[src/rtl/sv39_ptw_lite.sv]
// -----------------------------------------------------------------------------
// sv39_ptw_lite
//
// SV39 hardware page-table walker on the refill side of a fully-associative
// TLB. It accepts one miss at a time and walks up to three page-table levels
// through a single-outstanding PTE read port. The walk ends in one of two ways:
//   - a registered TLB update pulse (leaf PTE, 4K/2M/1G size flags, ASID, VPN);
//   - a registered page-fault pulse.
//
// Configuration macro:
//   PTW_AD_FAULT_EN  defined   : a leaf whose A bit is clear raises a fault
//                                (software-managed A/D bits).
//                    undefined : the A bit is ignored and the leaf is forwarded.
//
// Ports:
//   clk_i, rst_i          clock, synchronous active-high reset
//   flush_i               abort any walk in progress (SFENCE.VMA / satp write)
//   en_translation_i      translation enabled; no miss is accepted when low
//   satp_ppn_i            root page-table PPN, sampled when a miss is accepted
//   asid_i                ASID, sampled when a miss is accepted
//   miss_valid_i/_ready_o TLB miss handshake, carries miss_vaddr_i
//   req_valid_o/_ready_i  PTE read request handshake, carries req_addr_o
//   resp_valid_i          PTE read data valid, carries resp_data_i
//   update_*_o            TLB update (valid is a one-cycle pulse)
//   fault_valid_o         page-fault pulse, carries fault_vaddr_o
//   busy_o                walker not idle
// -----------------------------------------------------------------------------

// Protocol checker for the walker's memory and result interfaces.
module sv39_ptw_lite_chk (
    input  logic        clk_i,
    input  logic        rst_i,
    input  logic        flush_i,
    input  logic        in_req_i,
    input  logic        resp_valid_i,
    input  logic        req_valid_i,
    input  logic        req_ready_i,
    input  logic [55:0] req_addr_i,
    input  logic        update_valid_i,
    input  logic        fault_valid_i
);

    // A response can only follow an accepted request, never arrive while one is pending.
    a_no_resp_in_req: assert property (@(posedge clk_i) disable iff (rst_i)
        !(in_req_i && resp_valid_i));

    // A stalled request keeps its valid and address until accepted or flushed.
    a_req_stable: assert property (@(posedge clk_i) disable iff (rst_i)
        (req_valid_i && !req_ready_i && !flush_i) |=> (req_valid_i && $stable(req_addr_i)));

    // A completed walk reports either an update or a fault, never both.
    a_one_outcome: assert property (@(posedge clk_i) disable iff (rst_i)
        !(update_valid_i && fault_valid_i));

endmodule

module sv39_ptw_lite #(
    parameter int unsigned ASID_WIDTH = 1
) (
    input  logic                  clk_i,
    input  logic                  rst_i,
    input  logic                  flush_i,
    input  logic                  en_translation_i,
    input  logic [43:0]           satp_ppn_i,
    input  logic [ASID_WIDTH-1:0] asid_i,
    input  logic                  miss_valid_i,
    input  logic [38:0]           miss_vaddr_i,
    output logic                  miss_ready_o,
    output logic                  req_valid_o,
    input  logic                  req_ready_i,
    output logic [55:0]           req_addr_o,
    input  logic                  resp_valid_i,
    input  logic [63:0]           resp_data_i,
    output logic                  update_valid_o,
    output logic [26:0]           update_vpn_o,
    output logic [ASID_WIDTH-1:0] update_asid_o,
    output logic                  update_is_2M_o,
    output logic                  update_is_1G_o,
    output logic [63:0]           update_content_o,
    output logic                  fault_valid_o,
    output logic [38:0]           fault_vaddr_o,
    output logic                  busy_o
);

    // Walker states.
    localparam logic [1:0] ST_IDLE  = 2'd0;
    localparam logic [1:0] ST_REQ   = 2'd1;
    localparam logic [1:0] ST_WAIT  = 2'd2;
    localparam logic [1:0] ST_DRAIN = 2'd3;

    // Page-table levels; the level number also selects the leaf size.
    localparam logic [1:0] LVL_1G = 2'd2;
    localparam logic [1:0] LVL_2M = 2'd1;
    localparam logic [1:0] LVL_4K = 2'd0;

    // PTE flag bit positions.
    localparam int unsigned PTE_V = 0;
    localparam int unsigned PTE_R = 1;
    localparam int unsigned PTE_W = 2;
    localparam int unsigned PTE_X = 3;
    localparam int unsigned PTE_G = 5;
`ifdef PTW_AD_FAULT_EN
    localparam int unsigned PTE_A = 6;
`endif

    // Invalid PTE: not valid, or the reserved write-only encoding.
    function automatic logic pte_bad(input logic v, input logic r, input logic w);
        logic bad;
        bad = (v == 1'b0) || ((r == 1'b0) && (w == 1'b1));
        return bad;
    endfunction

    // Superpage leaves must have the PPN bits below their size cleared.
    function automatic logic pte_misaligned(input logic [17:0] ppn_lo, input logic [1:0] level);
        logic mis;
        case (level)
            LVL_1G:  mis = (ppn_lo != 18'd0);
            LVL_2M:  mis = (ppn_lo[8:0] != 9'd0);
            default: mis = 1'b0;
        endcase
        return mis;
    endfunction

    // Nine-bit VPN index of the given level.
    function automatic logic [8:0] vpn_slice(input logic [26:0] vpn, input logic [1:0] level);
        logic [8:0] idx;
        case (level)
            LVL_1G:  idx = vpn[26:18];
            LVL_2M:  idx = vpn[17:9];
            default: idx = vpn[8:0];
        endcase
        return idx;
    endfunction

    // Leaf PTE with the global bit widened to every level walked on the way down.
    function automatic logic [63:0] merge_g(input logic [63:0] pte, input logic g_acc);
        logic [63:0] out;
        out = {pte[63:6], pte[5] | g_acc, pte[4:0]};
        return out;
    endfunction

    // Walk context.
    logic [1:0]            state_q, state_d;
    logic [38:0]           vaddr_q, vaddr_d;
    logic [ASID_WIDTH-1:0] asid_q,  asid_d;
    logic [43:0]           ppn_q,   ppn_d;
    logic [1:0]            level_q, level_d;
    logic                  gacc_q,  gacc_d;

    // Registered results.
    logic                  update_valid_q;
    logic [26:0]           update_vpn_q;
    logic [ASID_WIDTH-1:0] update_asid_q;
    logic                  update_is_2M_q;
    logic                  update_is_1G_q;
    logic [63:0]           update_content_q;
    logic                  fault_valid_q;
    logic [38:0]           fault_vaddr_q;

    logic miss_ready_s;
    logic update_set_s;
    logic fault_set_s;
    logic resp_bad_s;
    logic resp_leaf_s;
    logic resp_misaligned_s;

    // Flush wins over a miss arriving in the same cycle, so the walker is not ready then.
    assign miss_ready_s = (state_q == ST_IDLE) && en_translation_i && !flush_i && !rst_i;

    assign resp_bad_s        = pte_bad(resp_data_i[PTE_V], resp_data_i[PTE_R], resp_data_i[PTE_W]);
    assign resp_leaf_s       = resp_data_i[PTE_R] | resp_data_i[PTE_X];
    assign resp_misaligned_s = pte_misaligned(resp_data_i[27:10], level_q);

    // Next-state and outcome decode for the walk FSM.
    always_comb begin
        state_d      = state_q;
        vaddr_d      = vaddr_q;
        asid_d       = asid_q;
        ppn_d        = ppn_q;
        level_d      = level_q;
        gacc_d       = gacc_q;
        update_set_s = 1'b0;
        fault_set_s  = 1'b0;
        case (state_q)
            ST_IDLE: begin
                if (miss_valid_i && miss_ready_s) begin
                    vaddr_d = miss_vaddr_i;
                    asid_d  = asid_i;
                    ppn_d   = satp_ppn_i;
                    level_d = LVL_1G;
                    gacc_d  = 1'b0;
                    state_d = ST_REQ;
                end else begin
                    state_d = ST_IDLE;
                end
            end
            ST_REQ: begin
                if (flush_i) begin
                    // A request accepted in the flush cycle still owes us a response.
                    if (req_ready_i) begin
                        state_d = ST_DRAIN;
                    end else begin
                        state_d = ST_IDLE;
                    end
                end else if (req_ready_i) begin
                    state_d = ST_WAIT;
                end else begin
                    state_d = ST_REQ;
                end
            end
            ST_WAIT: begin
                if (flush_i) begin
                    // A response landing in the flush cycle is dropped right here.
                    if (resp_valid_i) begin
                        state_d = ST_IDLE;
                    end else begin
                        state_d = ST_DRAIN;
                    end
                end else if (resp_valid_i) begin
                    gacc_d = gacc_q | resp_data_i[PTE_G];
                    if (resp_bad_s) begin
                        fault_set_s = 1'b1;
                        state_d     = ST_IDLE;
                    end else if (resp_leaf_s) begin
                        state_d = ST_IDLE;
                        if (resp_misaligned_s) begin
                            fault_set_s = 1'b1;
                        end else begin
`ifdef PTW_AD_FAULT_EN
                            if (resp_data_i[PTE_A] == 1'b0) begin
                                fault_set_s = 1'b1;
                            end else begin
                                update_set_s = 1'b1;
                            end
`else
                            update_set_s = 1'b1;
`endif
                        end
                    end else if (level_q == LVL_4K) begin
                        // Pointer PTE at the last level has nowhere to go.
                        fault_set_s = 1'b1;
                        state_d     = ST_IDLE;
                    end else begin
                        ppn_d   = resp_data_i[53:10];
                        level_d = level_q - 2'd1;
                        state_d = ST_REQ;
                    end
                end else begin
                    state_d = ST_WAIT;
                end
            end
            ST_DRAIN: begin
                if (resp_valid_i) begin
                    state_d = ST_IDLE;
                end else begin
                    state_d = ST_DRAIN;
                end
            end
            default: begin
                state_d = ST_IDLE;
            end
        endcase
    end

    // Walk context registers.
    always_ff @(posedge clk_i) begin
        if (rst_i) begin
            state_q <= ST_IDLE;
            vaddr_q <= 39'd0;
            asid_q  <= '0;
            ppn_q   <= 44'd0;
            level_q <= LVL_1G;
            gacc_q  <= 1'b0;
        end else begin
            state_q <= state_d;
            vaddr_q <= vaddr_d;
            asid_q  <= asid_d;
            ppn_q   <= ppn_d;
            level_q <= level_d;
            gacc_q  <= gacc_d;
        end
    end

    // Result registers: pulses for one cycle, payload held until the next result.
    always_ff @(posedge clk_i) begin
        if (rst_i) begin
            update_valid_q   <= 1'b0;
            update_vpn_q     <= 27'd0;
            update_asid_q    <= '0;
            update_is_2M_q   <= 1'b0;
            update_is_1G_q   <= 1'b0;
            update_content_q <= 64'd0;
            fault_valid_q    <= 1'b0;
            fault_vaddr_q    <= 39'd0;
        end else begin
            update_valid_q <= update_set_s;
            fault_valid_q  <= fault_set_s;
            if (update_set_s) begin
                update_vpn_q     <= vaddr_q[38:12];
                update_asid_q    <= asid_q;
                update_is_1G_q   <= (level_q == LVL_1G);
                update_is_2M_q   <= (level_q == LVL_2M);
                update_content_q <= merge_g(resp_data_i, gacc_q);
            end
            if (fault_set_s) begin
                fault_vaddr_q <= vaddr_q;
            end
        end
    end

    // The request address depends only on registered context, so it is stable during a stall.
    assign miss_ready_o     = miss_ready_s;
    assign req_valid_o      = (state_q == ST_REQ) && !rst_i;
    assign req_addr_o       = {ppn_q, vpn_slice(vaddr_q[38:12], level_q), 3'b000};
    assign busy_o           = (state_q != ST_IDLE) && !rst_i;
    assign update_valid_o   = update_valid_q;
    assign update_vpn_o     = update_vpn_q;
    assign update_asid_o    = update_asid_q;
    assign update_is_2M_o   = update_is_2M_q;
    assign update_is_1G_o   = update_is_1G_q;
    assign update_content_o = update_content_q;
    assign fault_valid_o    = fault_valid_q;
    assign fault_vaddr_o    = fault_vaddr_q;

    sv39_ptw_lite_chk u_chk (
        .clk_i          (clk_i),
        .rst_i          (rst_i),
        .flush_i        (flush_i),
        .in_req_i       (state_q == ST_REQ),
        .resp_valid_i   (resp_valid_i),
        .req_valid_i    (req_valid_o),
        .req_ready_i    (req_ready_i),
        .req_addr_i     (req_addr_o),
        .update_valid_i (update_valid_o),
        .fault_valid_i  (fault_valid_o)
    );

endmodule

[config.mk]
export PLATFORM = sky130hd
export DESIGN_NAME = sv39_ptw_lite
export DESIGN_NICKNAME = d
export VERILOG_FILES = /design/src/rtl/sv39_ptw_lite.sv
export SDC_FILE = /design/constraint.sdc
export NUM_CORES = 1
export LEC_CHECK = 0
export ABC_AREA = 1
export ABC_CLOCK_PERIOD_IN_PS = 2000
export CAP_MARGIN = 30
export CORE_ASPECT_RATIO = 1.4
export CORE_MARGIN = 10
export CORE_UTILIZATION = 45
export DETAILED_ROUTE_END_ITERATION = 12
export HOLD_SLACK_MARGIN = 0.08
export PLACE_DENSITY = 0.91
export SLEW_MARGIN = 15
export SYNTH_ARGS = -nofsm -noshare
export SYNTH_HDL_FRONTEND = slang
export SYNTH_SLANG_ARGS = --single-unit
[constraint.sdc]
create_clock -name clk_i -period 2 [get_ports clk_i]
set_input_delay 0.6 -clock clk_i [delete_from_list [all_inputs] [get_ports clk_i]]
set_output_delay 0.6 -clock clk_i [all_outputs]
set_load 0.05 [all_outputs]
==> summary.txt, run 1 <==
Outcome
  • Status: finished, violations left
  • Failing checks: setup timing

Clocking
  • CTS Buffer Depth: 3
  • Num Clock Sinks: between 200 and 250
  • Worst-path clk slew: 0.06 ns
  • Hold buffers post-CTS: 0
  • CTS root buffer: clkbuf_16
  • Clock Latency Late Sink: 0.51 ns
  • # H-tree levels: 1
  • Total CTS buffers: 22
  • CTS tree: done

Floorplan
  • Die Y: 191 um
  • Cell Rows: 62
  • Initial Util: 45.7%
  • Core area: just over 20000 um^2
  • Die Area: between 20000 and 30000 um^2
  • Die width: ~140 um
  • Io pins: 349

Power and ir drop
  • Power per standard cell area: 702 nW/um^2
  • Worst VDD drop: about 0.6 mV
  • P_sw: 2.43 mW
  • Clock network fraction of total power: 43.1%
  • Internal Power: 7.59 mW
  • Switching Share: about 24%
  • Static Leak: between 6 and 7 nW
  • Gate power share: a little under an eighth
  • Total power: ~10 mW
  • Flop pwr share: 45.6%

Yosys
  • Synthesized flop and latch total: 224
  • Dominant synthesized flop cell: dfxtp_1
  • Post-synth EDFFs: 0
  • Mapped Cells: 1358
  • Syn_area_per_cell: 6.89 um^2
  • Sequential area share after synthesis: 48.0%
  • Syn Std Cell Area: approximately 9400 um^2
  • Distinct cells, synth: 25
  • Synthesis Warnings: 0
  • Async SR Flop Fraction: 0%

Critical path
  • CP Max Fanout: 18
  • Worst reg2reg startpoint: state_q[0]$_SDFF_PP0_
  • Critical path type: register to output pin
  • Critical Path Sink: req_addr_o[9]
  • RR Endpoint: update_content_o[50]$_SDFFE_PP0P_
  • Crit path buf inv count: 5
  • Worst Reg-to-Reg Cells: 12
  • Reg-to-reg slack, setup: 0.14 ns
  • CP required: 1.40 ns
  • Critical path origin: level_q[1]$_SDFFE_PP1P_
  • Crit path max-delay family: buffers and inverters
  • Crit path depth: 7
  • Critical Path AT: 1.84 ns
  • Largest stage delay, worst path: 0.33 ns
  • CP Capture Type: output pin
  • Critical-path top delay cell: dfxtp_2
  • Critical Path Start Type: register
  • Crit path cell chain: inv_2 -> buf_4 -> ha_4 -> buf_12 -> buf_4 -> a31oi_4 -> buf_12

STA
  • Setup Skew: around 0.0078 ns
  • Fmax: 410 MHz
  • Final Cycle Share: 122%
  • Hold Vio Cnt, Final: 0
  • Final setup viols: 10
  • Final Max Slew Viols: 0
  • RSZ-0062 raised after global routing: yes
  • Final period demand of the worst path: 2.44 ns
  • Final Worst Setup Slack: -0.440 ns

Worst hold path
  • Hold Crit Start: vaddr_q[4]$_SDFFE_PP0P_
  • Hold WC Path Type: register to register

Final layout
  • Layout filler cell count: 1548
  • Sequential Area: 4490 um^2
  • Final Cell Area: 14300 um^2
  • NumNets Final: 1878
  • Multi-input gate area in the final layout: ~4000 um^2
  • Area delta synth->final: 52.6%
  • Share of post-route cells with drive strength above 1: 20.6%
  • Util after Layout: 69.7%
  • ANT cells: 0

Place
  • Area after DPL: around 13000 um^2
  • Gpl congestion: 0.890
  • Dpl hpwl: 25000 um
  • Port Buffer Count: 345

Drt
  • DRC errors left: 0
  • DR WL/cell: 17.2 um
  • DR iter-0 viols: around 630
  • Routed Wire Length: 34300 um
  • Vias/cell: 5.16
  • Via Count: 10300
  • DR pass1 iterations: 5
  • Final antenna-violating net count: 0

Global routing
  • First-pass GRT wire length: around 52000 um
  • Initial antenna violation count: 0
  • Largest net degree at the start of global routing: 81
  • Total gr overflow: 0
  • Gr usage total: about a quarter
  • Vias in the first global route: 10300

Run
  • Max cap viols: 0
[repair_timing]
item,CTS,global route
buffers inserted,11,1
pin swaps,6,3
gates cloned,0,1
hold endpoints to repair,0,0
gates resized for setup,29,12
setup endpoints to repair,24,24
[kinds of logic after synthesis]
kind of cell / Yosys count / share of synthesized area, %
AO/OA/AOI/OAI: 233 / 13.2
XOR/XNOR: 1 / 0.0937
adder cells (fa/ha/maj): 3 / 0.401
buffers and inverters: 256 / 11.0
flip-flops: 224 / 48.0
other: 1 / 0.0401
AND/OR/NAND/NOR: 640 / 27.3
[synth_stat cells (2+ instances only)]
| cell | instances | share of area, % |
|---|---|---|
| nand2_1 | 307 | 12 |
| nor2_1 | 240 | 9.6 |
| dfxtp_1 | 224 | 48 |
| inv_1 | 153 | 6.1 |
| nand3_1 | 85 | 4.5 |
| a21oi_1 | 84 | 4.5 |
| o21ai_0 | 73 | 3.9 |
| clkbuf_1 | 60 | 2.4 |
| a31oi_1 | 45 | 3.0 |
| buf_2 | 25 | 1.3 |
| o21ai_1 | 22 | 1.2 |
| buf_4 | 10 | 0.80 |
| o22ai_1 | 8 | 0.54 |
| inv_2 | 4 | 0.16 |
| ha_1 | 3 | 0.40 |
| buf_1 | 2 | 0.080 |
| clkinv_1 | 2 | 0.080 |
| nand2_2 | 2 | 0.13 |
| nor3_1 | 2 | 0.11 |
| nor3_4 | 2 | 0.35 |
[power by group through the flow]
stage / logic, mW / registers (mW) / clock network, mW
4_1_cts: 1.12 / 4.56 / 4.37
5_1_grt: 1.21 / 4.57 / 4.53
2_1_floorplan: 0.368 / 4.77 / 0
3_5_place_dp: 1.08 / 4.66 / 0
6_report: 1.14 / 4.56 / 4.32
3_3_place_gp: 1.07 / 4.66 / 0
[through the flow]
step                hold WS, ns  setup TNS, ns  setup WS (ns)  instances
floorplan                 0.430         -0.151        -0.0673       1360
global route              0.483          -4.64         -0.513       1992
global placement          0.436         -71.34         -0.539       1939
detailed placement        0.447         -78.78         -0.557       1939
CTS                       0.455          -4.23         -0.488       1990
finish                    0.454          -3.94         -0.440       1992
[layer usage]
layer	global-route usage (%)	part of all wire, %
met2	41.2	50
met4	13.1	5.6
met3	7.03	9.7
met1	24.8	35
met5	0	0
[worst min path at each step]
stage,to,slack [ns],depth (start not counted)
after floorplan,vaddr_q[0]$_SDFFE_PP0P_,0.43,2
after global placement,vaddr_q[5]$_SDFFE_PP0P_,0.44,2
after detailed placement,vaddr_q[4]$_SDFFE_PP0P_,0.45,2
after CTS,vaddr_q[5]$_SDFFE_PP0P_,0.45,2
after global routing,vaddr_q[3]$_SDFFE_PP0P_,0.48,2
final,vaddr_q[4]$_SDFFE_PP0P_,0.45,2
[registers in the layout, summed over array words and instances (netlist names), 2 cells and up]
name	count
level_q	2
ppn_q	44
vaddr_q	39
state_q	2
update_content_o	64
update_vpn_o	27
fault_vaddr_o	39
[area by class of cell]
cell class	count	area share, %
Timing Repair Buffer	433	28.1
Sequential cell	224	31.5
Tap cell	256	2.25
Clock inverter	9	0.746
Inverter	159	4.34
Multi-Input combinational cell	880	28.5
Clock buffer	31	4.53
[cell usage in the layout (no fill, tap or decap), types with 2 or more instances in the layout]
cell,count
nand2_2,6
o21ai_0,65
conb_1,3
clkbuf_1,4
inv_6,3
o22ai_1,5
dfxtp_4,2
dfxtp_1,220
buf_6,6
nor2_2,3
nand3_1,85
dlygate4sd2_1,3
buf_4,245
inv_2,3
clkbuf_8,4
buf_12,27
dfxtp_2,2
nor3_4,3
ha_4,2
nor2_1,236
o22ai_4,2
o21ai_4,8
clkdlybuf4s50_1,151
a21oi_1,84
o21ai_1,22
clkinv_2,3
clkinvlp_4,3
inv_1,152
a31oi_1,44
bufinv_16,2
clkbuf_16,24
nand2_1,302
nor2_4,2
[tightest hold or removal path: cells and delay by family (launching register included)]
kind | cells | cell delay, ns
buffers and inverters | 1 | 0.06
AO/OA/AOI/OAI | 1 | 0.06
flip-flops | 1 | 0.30
Note: power is estimated with default switching activity, not from simulation.
==> inputs of run 2 (changes only) <==
CORE_ASPECT_RATIO = 1.5   (was 1.4)
CORE_UTILIZATION = 46   (was 45)
CTS_BUF_LIST = sky130_fd_sc_hd__clkbuf_2   (was unset)
PLACE_DENSITY = 0.93   (was 0.91)
==> run 2 against run 1 <==
Effect of this change: register-to-register slack worse by 0.08 ns; highest routed layer unchanged; sequential power barely moved; hold slack got worse by 0.067 ns; global-route usage rose by 2.2 points; critical endpoint is now req_addr_o[4]; critical path type unchanged; the run still ends with setup timing left.
==> summary.txt, run 2 (synthesis results as in run 1) <==
Clocking
  • Worst-path clk slew: 0.10 ns (+0.04 ns)
  • # H-tree levels: 2 (+1)
  • Total CTS buffers: 53 (+140%)
  • CTS root buffer: clkbuf_2
  • Num Clock Sinks: 224 (unchanged)
  • CTS tree: done
  • Clock Latency Late Sink: 0.82 ns (+0.31 ns)
  • CTS Buffer Depth: 3 (unchanged)
  • Hold buffers post-CTS: 0 (unchanged)

Outcome
  • Status: finished, violations left
  • Failing checks: setup timing

Place
  • Port Buffer Count: 345 (unchanged)
  • Dpl hpwl: 25000 um (about the same)
  • Gpl congestion: 0.852 (-4.2%)
  • Worst slack at placement: -0.524 ns (+0.0335 ns)
  • Inst Count DP: 1943 (+0.21%)

Critical path
  • CP Capture Type: output pin
  • Critical path type: register to output pin
  • Critical-path top delay cell: dfxtp_4
  • CP required: 1.40 ns (about the same)
  • Crit path buf inv count: 5 (unchanged)
  • Crit path max-delay family: buffers and inverters
  • Largest stage delay, worst path: 0.38 ns (+0.05 ns)
  • Crit path cell chain: buf_6 -> inv_4 -> ha_4 -> buf_16 -> buf_12 -> o21ai_4 -> buf_12
  • Cell with the most instances on the worst path: buf_12
  • CP Max Fanout: 8 (-10)
  • Critical Path Start Type: register
  • Critical Path AT: 2.14 ns (+0.30 ns)

Final layout
  • Layout filler cell count: 1278 (-17%)
  • Util after Layout: 73.8% (+4.2 points)
  • NumNets Final: 1909 (+1.7%)
  • Sequential Area: 4570 um^2 (+1.7%)
  • Area delta synth->final: 56.9%
  • Multi-input gate area in the final layout: 4150 um^2 (+2.0%)
  • Largest register FFs: 64 (unchanged)
  • Share of post-route cells with drive strength above 1: 26.0% (+5.5 points)
  • Most frequent cells in the layout: 297 x nand2_1, 236 x nor2_1, 161 x dfxtp_1
  • Leading cell type in the layout, fill and taps excluded: nand2_1
  • Non-Filler Instances: 2042 (+2.5%)

STA
  • Slew headroom: 64.4%
  • RSZ-0062 raised after global routing: yes
  • Final Cycle Share: 137% (+15 points)
  • Setup tns final: -7.08 ns (-3.14 ns)
  • Fmax: 366 MHz (-11%)
  • Final setup viols: 12 (+2)
  • Setup Skew: 0.0814 ns (+0.0736 ns)
  • Worst-Margin Slew: 0.534 ns
  • Final Worst Setup Slack: -0.735 ns (-0.295 ns)
  • Final Max Slew Viols: 0 (unchanged)
  • Minimum hold slack: 0.387 ns (-0.0669 ns)
  • Hold Vio Cnt, Final: 0 (unchanged)
  • Final period demand of the worst path: 2.74 ns (+0.295 ns)

Drt
  • Final antenna-violating net count: 0 (unchanged)
  • DR pass1 iterations: 6 (+1)
  • DRC errors left: 0 (unchanged)
  • Vias/cell: 5.34 (+3.4%)
  • DR WL/cell: 19.1 um (+11%)
  • Routed Wire Length: 39000 um (+14%)
  • Via Count: 10900 (+6.0%)
  • DR iter-0 viols: 969 (+54%)

Floorplan
  • Cell Rows: 63 (+1.6%)
  • Core area: 19900 um^2 (-3.0%)
  • Initial Util: 47.1% (+1.4 points)
  • Io pins: 349 (unchanged)
  • Die Area: 26500 um^2 (-1.8%)
  • Die Y: 195 um (+2.1%)
  • Die width: 136 um (-3.8%)

Global routing
  • Gr usage total: 25.8% (+2.2 points)
  • Grt met1 use: 25.7% (+0.96 points)
  • Initial antenna violation count: 3 (+3)
  • Met3 usage in global routing: 8.52% (+1.5 points)
  • First-pass GRT wire length: 55600 um (+6.1%)
  • M2 GR Usage: 44.4% (+3.1 points)
  • Vias in the first global route: 10800 (+4.7%)
  • Total gr overflow: 0 (unchanged)
  • Largest net degree at the start of global routing: 66 (-19%)
  • Busiest grt layer: met2

Power and ir drop
  • Static Leak: 6.95 nW (+1.8%)
  • Power per standard cell area: 583 nW/um^2 (-17%)
  • Worst VDD drop: 0.437 mV (-28%)

Run
  • Max cap viols: 0 (unchanged)

Worst hold path
  • Hold WC Path Type: input pin to register
==> run 2: stage by stage <==
step	instance area, um^2	power [mW]
after floorplan	9510	5.14
after global placement	13200	5.73
after detailed placement	13200	5.76
after CTS	14200	8.51
after global routing	14700	8.87
final	14700	8.56
==> run 2: layout make-up <==
| class | instances | area share (%) |
|---|---|---|
| diodes | 4 | 0.0682 |
| repair buffers | 433 | 31.3 |
| multi-input cells | 880 | 28.3 |
| well taps | 260 | 2.22 |
| clock buffers | 72 | 2.46 |
| inverters | 159 | 4.24 |
| flip-flops and latches | 224 | 31.2 |
| clock inverters | 10 | 0.264 |
==> run 2: tightest hold or removal path, stage by stage <==
cell,delay [ns]
clkdlybuf4s50_1,0.39
nand2_1,0.06
a31oi_1,0.07
==> run 2: routing by layer <==
layer  routed length (um)  vias up
met5                    0        -
met4                 2730        0
met3                 3890      168
met2                19700      690
met1                12700     4991
li1                     -     5048
==> run 2: worst paths after layout <==
path                                 start                            end  slack [ns]  cells past startpoint
setup / recovery   level_q[0]$_SDFFE_PP0P_                  req_addr_o[4]       -0.74                      7
hold / removal              satp_ppn_i[41]         ppn_q[41]$_SDFFE_PP0P_        0.39                      3
setup reg to reg   level_q[0]$_SDFFE_PP0P_  update_vpn_o[25]$_SDFFE_PP0P_        0.06                     13
hold reg to reg   vaddr_q[10]$_SDFFE_PP0P_       vaddr_q[10]$_SDFFE_PP0P_        0.46                      2
==> run 2: power by group <==
| group | total [mW] | internal, mW | switching (mW) | leakage (nW) |
|---|---|---|---|---|
| sequential | 4.57 | 4.52 | 0.0463 | 1.84 |
| combinational | 1.22 | 0.585 | 0.631 | 4.79 |
| clock | 2.77 | 0.946 | 1.83 | 0.317 |
| total | 8.56 | 6.05 | 2.50 | 6.95 |
==> run 2: repair_timing <==
action | CTS | global route
cloned | 1 | 2
gates resized for setup | 142 | 118
pin swaps | 5 | 5
setup buffers | 8 | 2
setup endpoints to repair | 122 | 225
